[src/rtl/smc_stream.sv]
// smc_stream: streaming MOSFET evaluator. It keeps a K-entry sorted list per frame and does a weighted accumulate once the frame ends.
// Optional define SMC_CUTOFF_EN: v_gs = 0 makes the device cut off (vov = 0). Without it, vov wraps.
module smc_stream #(
    parameter int IN_W  = 3,
    parameter int N_TR  = 6,
    parameter int K     = 3,
    parameter int OUT_W = 11
) (
    input  logic             clk,
    input  logic             rst,
    input  logic             in_valid,
    output logic             in_ready,
    input  logic [1:0]       mode,
    input  logic [IN_W-1:0]  w,
    input  logic [IN_W-1:0]  v_gs,
    input  logic [IN_W-1:0]  v_ds,
    output logic             out_valid,
    output logic [OUT_W-1:0] out_n
);
    localparam int VAL_W = 3 * IN_W;
    localparam int CNT_W = $clog2(N_TR + 1);
    localparam int IDX_W = $clog2(K + 1);

    typedef enum logic [1:0] {IDLE, LOAD, ACC, OUT} state_t;

    state_t             state_reg, state_next;
    logic [CNT_W-1:0]   count_reg;
    logic [IDX_W-1:0]   idx_reg;
    logic [1:0]         mode_reg;
    logic [VAL_W-1:0]   list_reg  [K];
    logic [VAL_W-1:0]   list_next [K];
    logic [VAL_W-1:0]   base      [K];
    logic [VAL_W-1:0]   ins_large [K];
    logic [VAL_W-1:0]   ins_small [K];
    logic [K-1:0]       ge;
    logic [OUT_W-1:0]   acc_reg, out_n_reg;
    logic               out_valid_reg;

    logic               accept, frame_start, triode;
    logic [1:0]         eff_mode;
    logic [IN_W-1:0]    vov;
    logic [VAL_W-1:0]   w_x, vov_x, vds_x, i_val, g_val, sel, q;
    logic [OUT_W-1:0]   acc_sel, acc_wt;

    assign in_ready    = (state_reg == IDLE) || (state_reg == LOAD);
    assign accept      = in_valid && in_ready;
    assign frame_start = (state_reg == IDLE);
    // The first beat of a frame uses the live mode; later beats use the latched copy.
    assign eff_mode    = frame_start ? mode : mode_reg;
    assign out_valid   = out_valid_reg;
    assign out_n       = out_n_reg;

    always_comb begin
`ifdef SMC_CUTOFF_EN
        vov = (v_gs == '0) ? '0 : v_gs - IN_W'(1);
`else
        vov = v_gs - IN_W'(1);
`endif
        w_x    = VAL_W'(w);
        vov_x  = VAL_W'(vov);
        vds_x  = VAL_W'(v_ds);
        triode = vov > v_ds;
        i_val  = triode ? w_x * (((vov_x * vds_x) << 1) - vds_x * vds_x)
                        : w_x * vov_x * vov_x;
        g_val  = triode ? (w_x * vds_x) << 1 : (w_x * vov_x) << 1;
        sel    = eff_mode[0] ? i_val : g_val;
        q      = sel / VAL_W'(3);
    end

    // Sorted insert, largest-first. A new value goes after the entries equal to it.
    // Largest mode drops the tail. Smallest mode drops the head when q is below it.
    generate
        for (genvar gi = 0; gi < K; gi++) begin : g_list
            assign base[gi] = frame_start ? {VAL_W{~eff_mode[1]}} : list_reg[gi];
            assign ge[gi]   = base[gi] >= q;
            if (gi == 0) begin : g_head
                assign ins_large[gi] = ge[gi] ? base[gi] : q;
            end else begin : g_body
                assign ins_large[gi] = ge[gi] ? base[gi] : (ge[gi-1] ? q : base[gi-1]);
            end
            if (gi < K - 1) begin : g_shift
                assign ins_small[gi] = ge[gi+1] ? base[gi+1]
                                     : (((gi == 0) || ge[gi]) ? q : base[gi]);
            end else begin : g_tail
                assign ins_small[gi] = ((gi == 0) || ge[gi]) ? q : base[gi];
            end
            assign list_next[gi] = eff_mode[1] ? ins_large[gi]
                                 : ((q < base[0]) ? ins_small[gi] : base[gi]);
        end
    endgenerate

    always_comb begin
        state_next = state_reg;
        case (state_reg)
            IDLE: if (accept) state_next = (N_TR == 1) ? ACC : LOAD;
            LOAD: if (accept && count_reg == CNT_W'(N_TR - 1)) state_next = ACC;
            ACC:  if (idx_reg == IDX_W'(K - 1)) state_next = OUT;
            OUT:  state_next = IDLE;
            default: state_next = IDLE;
        endcase
    end

    always_ff @(posedge clk or posedge rst) begin
        if (rst) state_reg <= IDLE;
        else     state_reg <= state_next;
    end

    // Rank r of the selected list weighs r+3 in current mode, 1 in gm mode.
    assign acc_sel = OUT_W'(list_reg[idx_reg]);
    assign acc_wt  = mode_reg[0] ? OUT_W'(idx_reg) + OUT_W'(3) : OUT_W'(1);

    always_ff @(posedge clk or posedge rst) begin
        if (rst) begin
            count_reg     <= '0;
            idx_reg       <= '0;
            mode_reg      <= '0;
            acc_reg       <= '0;
            out_n_reg     <= '0;
            out_valid_reg <= 1'b0;
            for (int i = 0; i < K; i++) list_reg[i] <= '0;
        end else begin
            out_valid_reg <= 1'b0;
            if (accept) begin
                for (int i = 0; i < K; i++) list_reg[i] <= list_next[i];
                count_reg <= frame_start ? CNT_W'(1) : count_reg + CNT_W'(1);
                if (frame_start) begin
                    mode_reg <= mode;
                    acc_reg  <= '0;
                    idx_reg  <= '0;
                end
            end
            if (state_reg == ACC) begin
                acc_reg <= acc_reg + acc_sel * acc_wt;
                idx_reg <= idx_reg + IDX_W'(1);
            end
            if (state_reg == OUT) begin
                out_n_reg     <= acc_reg;
                out_valid_reg <= 1'b1;
                idx_reg       <= '0;
                count_reg     <= '0;
            end
        end
    end
endmodule

[config.mk]
export PLATFORM = sky130hd
export DESIGN_NAME = smc_stream
export DESIGN_NICKNAME = d
export VERILOG_FILES = /design/src/rtl/smc_stream.sv
export SDC_FILE = /design/constraint.sdc
export NUM_CORES = 1
export LEC_CHECK = 0
export ABC_AREA = 1
export CAP_MARGIN = 5
export CORE_ASPECT_RATIO = 0.5
export CORE_MARGIN = 8
export CORE_UTILIZATION = 50
export CTS_BUF_LIST = sky130_fd_sc_hd__clkbuf_2
export CTS_CLUSTER_SIZE = 16
export DETAILED_ROUTE_END_ITERATION = 10
export PLACE_DENSITY_LB_ADDON = 0.2
export RECOVER_POWER = 50
export SLEW_MARGIN = 40
export SYNTH_ARGS = -nofsm -noshare
export SYNTH_HDL_FRONTEND = slang
export SYNTH_SLANG_ARGS = --single-unit
[constraint.sdc]
create_clock -name clk -period 8.3 [get_ports clk]
set_input_delay 1.66 -clock clk [delete_from_list [all_inputs] [get_ports clk]]
set_output_delay 1.66 -clock clk [all_outputs]
set_load 0.05 [all_outputs]
# After elaboration in Yosys (flattened, before gate mapping)
# Cells that the tools add are included.
[word_totals]
register_bits = 59
in_bits = 14
wordCells = 91
[op_classes]
addsub = 6
n_mul = 7
div_mod_pow = 1
magnitude_cmp = 6
eq_ne = 8
muxes = 39
bitwise = 2
reduce_logical = 12
[op_table]
columns = ["op", "count"]
rows = [
  ["$mux W9", 20],
  ["$mux W11", 3],
  ["$ge A9 B9 Y1", 3],
  ["$mul A3 B3 Y6", 4],
  ["$bmux W9 S2", 1],
  ["$mux W2", 8],
  ["$mux W3", 4],
  ["$add A11 B11 Y11", 1],
  ["$mul A9 B3 Y11", 1],
  ["$div A9 B2 Y9 const B", 1],
  ["$lt A9 B9 Y1", 1],
  ["$mul A3 B9 Y9", 1],
  ["$mul A6 B3 Y9", 1],
  ["$pmux W2 S4", 1],
  ["$sub A7 B6 Y8", 1],
  ["$mux W7", 1],
  ["$eq A2 B2 Y1 const B", 3],
  ["$reduce_bool A2 Y1", 3],
  ["$reduce_bool A3 Y1", 2],
  ["$ne A2 B2 Y1 const B", 2],
  ["$reduce_and A2 Y1", 2],
  ["$add A2 B2 Y3 const B", 1],
  ["$add A3 B1 Y3 const B", 1],
  ["$eq A3 B3 Y1 const B", 1],
  ["other kinds (13)", 14],
]

# Longest topological paths before layout
[depth]
word_depth = 12
mapped_depth = 83
mapped_depth_nobuf = 83

# Least setup slack after synthesis
# Ideal clock, no wire load.
[synth_path]
path_type = "input port to flip-flop"
start = "in v_gs[0]"
end = "reg list_reg[25] (netlist bit)"
setup_time_ns = 0.082
arrival_ns = 11.348
setup_slack_ns = -3.130
stages = 69
path_cell_list = "inv_2 > ha_1 > inv_1 > ha_1 > inv_1 > fa_1 > inv_1 > ha_1 > fa_1 > ha_1 > or2_2 > ha_1 > nand2_1 > inv_1 > a21oi_1 > nand2_1 > nand2_1 > nand2_1 > (+33 left out) > ha_1 > nand2_1 > nand4_4 > buf_6 > nand2_1 > nand2_1 > ha_1 > o22ai_1 > nand3_2 > ha_1 > or4_1 > nand3_1 > clkbuf_1 > buf_1 > nand2_1 > o211ai_1 > o211ai_1 > a31oi_1"
[synth_between]
elab_chain_cells = 11
elab_cells_between_ends = 18
[synth_lines]
columns = ["element", "line_no", "source"]
rows = [
  ["start, declared", "15", "input logic [IN_W-1:0] v_gs,"],
  ["$sub A3 B1 Y3 *", "57", "vov = v_gs - IN_W'(1);"],
  ["$mul A3 B3 Y6", "63", "i_val = triode ? w_x * (((vov_x * vds_x) << 1) - vds_x * vds_x)"],
  ["$sub A7 B6 Y8", "63", ""],
  ["$mul A3 B9 Y9", "63", ""],
  ["$mux W9", "63", ""],
  ["$mux W9 *", "66", "sel = eff_mode[0] ? i_val : g_val;"],
  ["$div A9 B2 Y9 *", "67", "q = sel / VAL_W'(3);"],
  ["$ge A9 B9 Y1", "75", "assign ge[gi] = base[gi] >= q;"],
  ["$mux W9", "82", "assign ins_small[gi] = ge[gi+1] ? base[gi+1]"],
  ["$mux W9", "88", ": ((q < base[0]) ? ins_small[gi] : base[gi]);"],
  ["$mux W9 *", "87", "assign list_next[gi] = eff_mode[1] ? ins_large[gi]"],
  ["end, declared", "30", "logic [VAL_W-1:0] list_reg [K];"],
]
# Every way passes the cells marked *; elsewhere a longest branch is shown, timed or not.
# A chain may end at the register's enable or synchronous reset.

# Final worst setup path
[layout_path]
start = "in v_gs[0]"
end = "reg list_reg[21] (netlist bit)"
# Same word-level chain as after synthesis.

==> results_tabular.tex <==
\begin{tabular}{lr}
\hline
Metric & Value \\
\hline
\multicolumn{2}{l}{\textbf{Placement}} \\
Global placement routability congestion & 0.985 \\
Post-DP Area & 10400 µm² \\
Final HPWL from detailed placement & 22800 µm \\
Quantity of I/O buffers inserted on ports & 26 \\
Number of placed instances, taps included & 1664 \\
\multicolumn{2}{l}{\textbf{Final layout}} \\
Non-filler instance count after layout & 1748 \\
Final non-filler cell area & 11800 µm² \\
Fraction of final layout cells with drive strength greater than 1 & 0.289 \\
Final net count & 1653 \\
Number of fill cells & 1422 \\
Max reg flops & 27 \\
Synth-to-Final Area Change & 37.6\% \\
\multicolumn{2}{l}{\textbf{Setup path}} \\
Reg-to-reg endpoint & list\_reg[21]\$\_DFFE\_PP0P\_ \\
Critical Path Sink & list\_reg[21]\$\_DFFE\_PP0P\_ \\
Critical Setup Path Class & in -> reg \\
Setup crit start & v\_gs[0] \\
Reg-to-Reg Start & state\_reg[0]\$\_DFFE\_PP0P\_ \\
R2R depth & 42 \\
Setup slack of the most critical reg-to-reg path & 0.92 ns \\
CP max FO & 7 \\
Startpoint types & input port \\
Endpoint kind of the worst setup timing path & register \\
Arr. time, crit path & 11.17 ns \\
Slowest stage cell, crit path & sky130\_fd\_sc\_hd\_\_or4\_4 \\
Data required time at the worst endpoint & 8.71 ns \\
Biggest cell delay along the critical path & 0.53 ns \\
\multicolumn{2}{l}{\textbf{Die}} \\
Cell Rows & 34 \\
Die X & 201 µm \\
Initial cell density of the core & 0.502 \\
Boundary Pins & 27 \\
Overall die area & 21900 µm² \\
Die span in y & 109 µm \\
Core Region & 17100 µm² \\
\multicolumn{2}{l}{\textbf{Logic synthesis}} \\
Biggest area contributors in the synthesized netlist & sky130\_fd\_sc\_hd\_\_dfrtp\_1 (17\%), sky130\_fd\_sc\_hd\_\_ha\_1 (14\%), sky130\_fd\_sc\_hd\_\_nand2\_1 (13\%), sky130\_fd\_sc\_hd\_\_inv\_1 (10\%), sky130\_fd\_sc\_hd\_\_fa\_1 (7.9\%) \\
XOR/XNOR Fraction of Synth Area & 0.0184 \\
Number of enable-type register cells in the synthesized netlist & 0 \\
Post-synthesis compound-gate area fraction & 0.180 \\
Post-synthesis net count & 1436 \\
Gate Count Post-Synth & 1291 \\
Main synth FF type & sky130\_fd\_sc\_hd\_\_dfrtp\_1 \\
Distinct cells, synth & 58 \\
Cell Area, Synth & 8580 µm² \\
Largest family of logic cells by synthesized area & simple AND/OR/NAND/NOR gates \\
Post-synthesis average cell area & 6.65 µm² \\
Area leader, netlist & sky130\_fd\_sc\_hd\_\_dfrtp\_1 \\
Mux cell area share after synthesis & 0.00350 \\
Ys async rst share & 1.00 \\
Fraction of the mapped netlist area in simple logic gates & 0.277 \\
Share of the synthesized area in the top cell type & 0.172 \\
Number of synthesis warnings & 0 \\
Post-synthesis share of cell area spent on full adders, half adders and majority gates & 0.221 \\
Seq/Total Area, Yosys & 0.172 \\
FF+latch count, synth & 59 \\
\multicolumn{2}{l}{\textbf{STA}} \\
Setup clock skew after layout & 0.0251 ns \\
Final Slew Violations & 60 \\
Min Clock Period, post-route & 10.76 ns \\
Final clock period utilization by the worst path & 1.30 \\
Slack of the critical path & -2.46 ns \\
Final-report hold violation count & 0 \\
Timing-limited maximum frequency & 0.0930 GHz \\
Setup repair after global routing missed its margin & true \\
Setup violation total in the final timing report & 27 \\
Max-Slew Margin vs Limit & -1.20 \\
Least-Margin Pin Slew & 3.30 ns \\
\multicolumn{2}{l}{\textbf{CTS}} \\
Max Buffers Root-to-Sink & 2 \\
Clock root buffer master & sky130\_fd\_sc\_hd\_\_clkbuf\_2 \\
Total clock sinks & 59 \\
Post-CTS Hold Fix Bufs & 0 \\
Maximum level of the CTS H-tree & 3 \\
TritonCTS Buffers & 9 \\
CTS tree & built \\
Clock latency reported for the late side of the worst-skew pair & 0.52 ns \\
Clock-pin transition on the worst setup and hold timing paths & 0.18 ns \\
\multicolumn{2}{l}{\textbf{Run}} \\
Number of maximum-capacitance constraint violations & 1 \\
\multicolumn{2}{l}{\textbf{Worst hold path}} \\
Type of the most critical hold path & reg -> reg \\
\multicolumn{2}{l}{\textbf{Outcome}} \\
Run status & finished with violations \\
Violated checks & capacitance limit, slew limit, setup timing \\
\multicolumn{2}{l}{\textbf{Global route}} \\
Number of antenna violations at the first check in global routing & 1 \\
Overall routing resource usage & 0.269 \\
Overflow left after global routing & 0 \\
Pin count of the biggest net entering global routing & 60 \\
Global-route wire length before repair & 47200 µm \\
Number of global-route vias before repair & 8776 \\
\multicolumn{2}{l}{\textbf{Drt}} \\
Via-to-Cell Ratio & 5.50 \\
Final routed DRC violation total & 0 \\
Per-cell routed wire length & 17.4 µm \\
DRC marker count from the first detailed-route iteration & 1319 \\
Post-Route WL & 30500 µm \\
Overall via count from detail\_route & 9615 \\
Remaining antenna violation count after routing & 0 \\
Iteration count of the initial detailed-routing pass & 7 \\
\hline
\end{tabular}
-- worst min path at each step --
stage	start	to	slack [ns]	depth (start not counted)
2_1_floorplan	list_reg[1]$_DFFE_PP0P_	list_reg[1]$_DFFE_PP0P_	0.46	2
3_3_place_gp	out_n[6]$_DFFE_PP0P_	out_n[6]$_DFFE_PP0P_	0.45	2
3_5_place_dp	out_n[6]$_DFFE_PP0P_	out_n[6]$_DFFE_PP0P_	0.46	2
4_1_cts	out_n[6]$_DFFE_PP0P_	out_n[6]$_DFFE_PP0P_	0.50	2
5_1_grt	out_n[10]$_DFFE_PP0P_	out_n[10]$_DFFE_PP0P_	0.55	2
6_report	out_n[6]$_DFFE_PP0P_	out_n[6]$_DFFE_PP0P_	0.50	2
-- cells in the final DEF (no fill, tap or decap), drive strengths merged, types with 3 or more instances in the layout --
| cell type | Yosys | routed |
|---|---|---|
| nand2 | 314 | 314 |
| inv | 245 | 246 |
| buf | 7 | 216 |
| o21ai | 116 | 116 |
| nor2 | 106 | 106 |
| ha | 97 | 97 |
| a21oi | 76 | 76 |
| nand3 | 72 | 72 |
| dfrtp | 59 | 59 |
| fa | 34 | 34 |
| clkdlybuf4s50 | 0 | 20 |
| nand4 | 18 | 19 |
| o211ai | 17 | 17 |
| xor2 | 13 | 13 |
| a31oi | 10 | 10 |
| clkbuf | 31 | 10 |
| o22ai | 10 | 10 |
| nand3b | 8 | 8 |
| a22oi | 8 | 8 |
| clkinv | 2 | 8 |
| nor3 | 6 | 6 |
| or2 | 6 | 6 |
| o21a | 5 | 5 |
| xnor2 | 5 | 5 |
| a221oi | 4 | 4 |
| o31ai | 3 | 3 |
| mux2i | 3 | 3 |
| a211oi | 3 | 3 |
| a21boi | 3 | 3 |
-- metrics by stage --
stage          setup TNS, ns  hold WS (ns)  utilization  setup WS [ns]
2_1_floorplan         -54.89         0.459            -          -2.22
3_3_place_gp          -86.54         0.454        0.607          -3.37
3_5_place_dp          -92.53         0.463        0.607          -3.64
4_1_cts               -56.27         0.499        0.661          -2.19
5_1_grt               -74.47         0.546        0.691          -2.87
6_report              -63.37         0.497        0.691          -2.46
-- repair_timing --
action | in CTS | in global routing
gates resized for setup | 113 | 103
endpoints found under the hold margin | 0 | 0
gates cloned | 4 | 0
endpoints found under the setup margin | 27 | 27
setup buffers | 47 | 17
pin swaps | 82 | 92
-- layout make-up --
cell class	instances	area, µm²	area share
Clock inverter	7	82.6	0.00699
Antenna cell	1	2.50	0.000212
Clock buffer	9	45.0	0.00381
Tap cell	234	293	0.0248
Timing Repair inverter	2	15.0	0.00127
Multi-Input combinational cell	948	6840	0.579
Timing Repair Buffer	241	2060	0.175
Inverter	247	988	0.0837
Sequential cell	59	1480	0.125
-- cells by family after synthesis --
family / count (synthesis)
fa+ha+maj: 131
mux: 3
flops: 59
simple gates: 533
compound gates: 262
xor+xnor: 18
buf+inv: 285
-- metal layers --
| layer | wire length [µm] | vias up | track usage |
|---|---|---|---|
| met5 | 0 | - | 0 |
| li1 | - | 4616 | - |
| met1 | 15200 | 4391 | 0.437 |
| met4 | 278 | 0 | 0.0233 |
| met3 | 4480 | 50 | 0.106 |
| met2 | 10500 | 558 | 0.320 |
-- synthesized netlist by cell type (2+ instances only) --
master and n:
sky130_fd_sc_hd__o21ai_1 8, sky130_fd_sc_hd__a21oi_1 73, sky130_fd_sc_hd__a211oi_1 3, sky130_fd_sc_hd__nor2_2 2, sky130_fd_sc_hd__xnor2_1 5, sky130_fd_sc_hd__fa_1 34
sky130_fd_sc_hd__nand2_1 291, sky130_fd_sc_hd__inv_2 5, sky130_fd_sc_hd__a21oi_2 2, sky130_fd_sc_hd__mux2i_1 3, sky130_fd_sc_hd__buf_6 3, sky130_fd_sc_hd__nand3_2 7
sky130_fd_sc_hd__o211ai_2 2, sky130_fd_sc_hd__nor2_1 102, sky130_fd_sc_hd__a22oi_1 8, sky130_fd_sc_hd__nand3_4 2, sky130_fd_sc_hd__o22ai_1 10, sky130_fd_sc_hd__a221oi_1 4
sky130_fd_sc_hd__or2_2 4, sky130_fd_sc_hd__ha_1 97, sky130_fd_sc_hd__nand2_4 3, sky130_fd_sc_hd__nand3b_1 7, sky130_fd_sc_hd__a21boi_2 2, sky130_fd_sc_hd__o211ai_1 15
sky130_fd_sc_hd__inv_1 239, sky130_fd_sc_hd__o21ai_0 104, sky130_fd_sc_hd__clkbuf_1 31, sky130_fd_sc_hd__o21ai_2 3, sky130_fd_sc_hd__xor2_1 13, sky130_fd_sc_hd__buf_2 3
sky130_fd_sc_hd__clkinv_1 2, sky130_fd_sc_hd__o32ai_1 2, sky130_fd_sc_hd__a31oi_1 10, sky130_fd_sc_hd__nor3_1 6, sky130_fd_sc_hd__nand3_1 63, sky130_fd_sc_hd__o21a_1 5
sky130_fd_sc_hd__or4_1 2, sky130_fd_sc_hd__dfrtp_1 59, sky130_fd_sc_hd__o31ai_1 3, sky130_fd_sc_hd__nand2_2 20, sky130_fd_sc_hd__nand4_1 17
-- worst max-delay path: cells and delay by family --
kind | cells | cell delay (ns)
AND/OR/NAND/NOR | 37 | 4.50
buffers and inverters | 15 | 1.12
AO/OA/AOI/OAI | 5 | 0.79
adder cells (fa/ha/maj) | 12 | 3.08
Power is left out: the tool's default activity adds up to more than one toggle a clock period on the data nets, which glitch-free logic cannot reach.
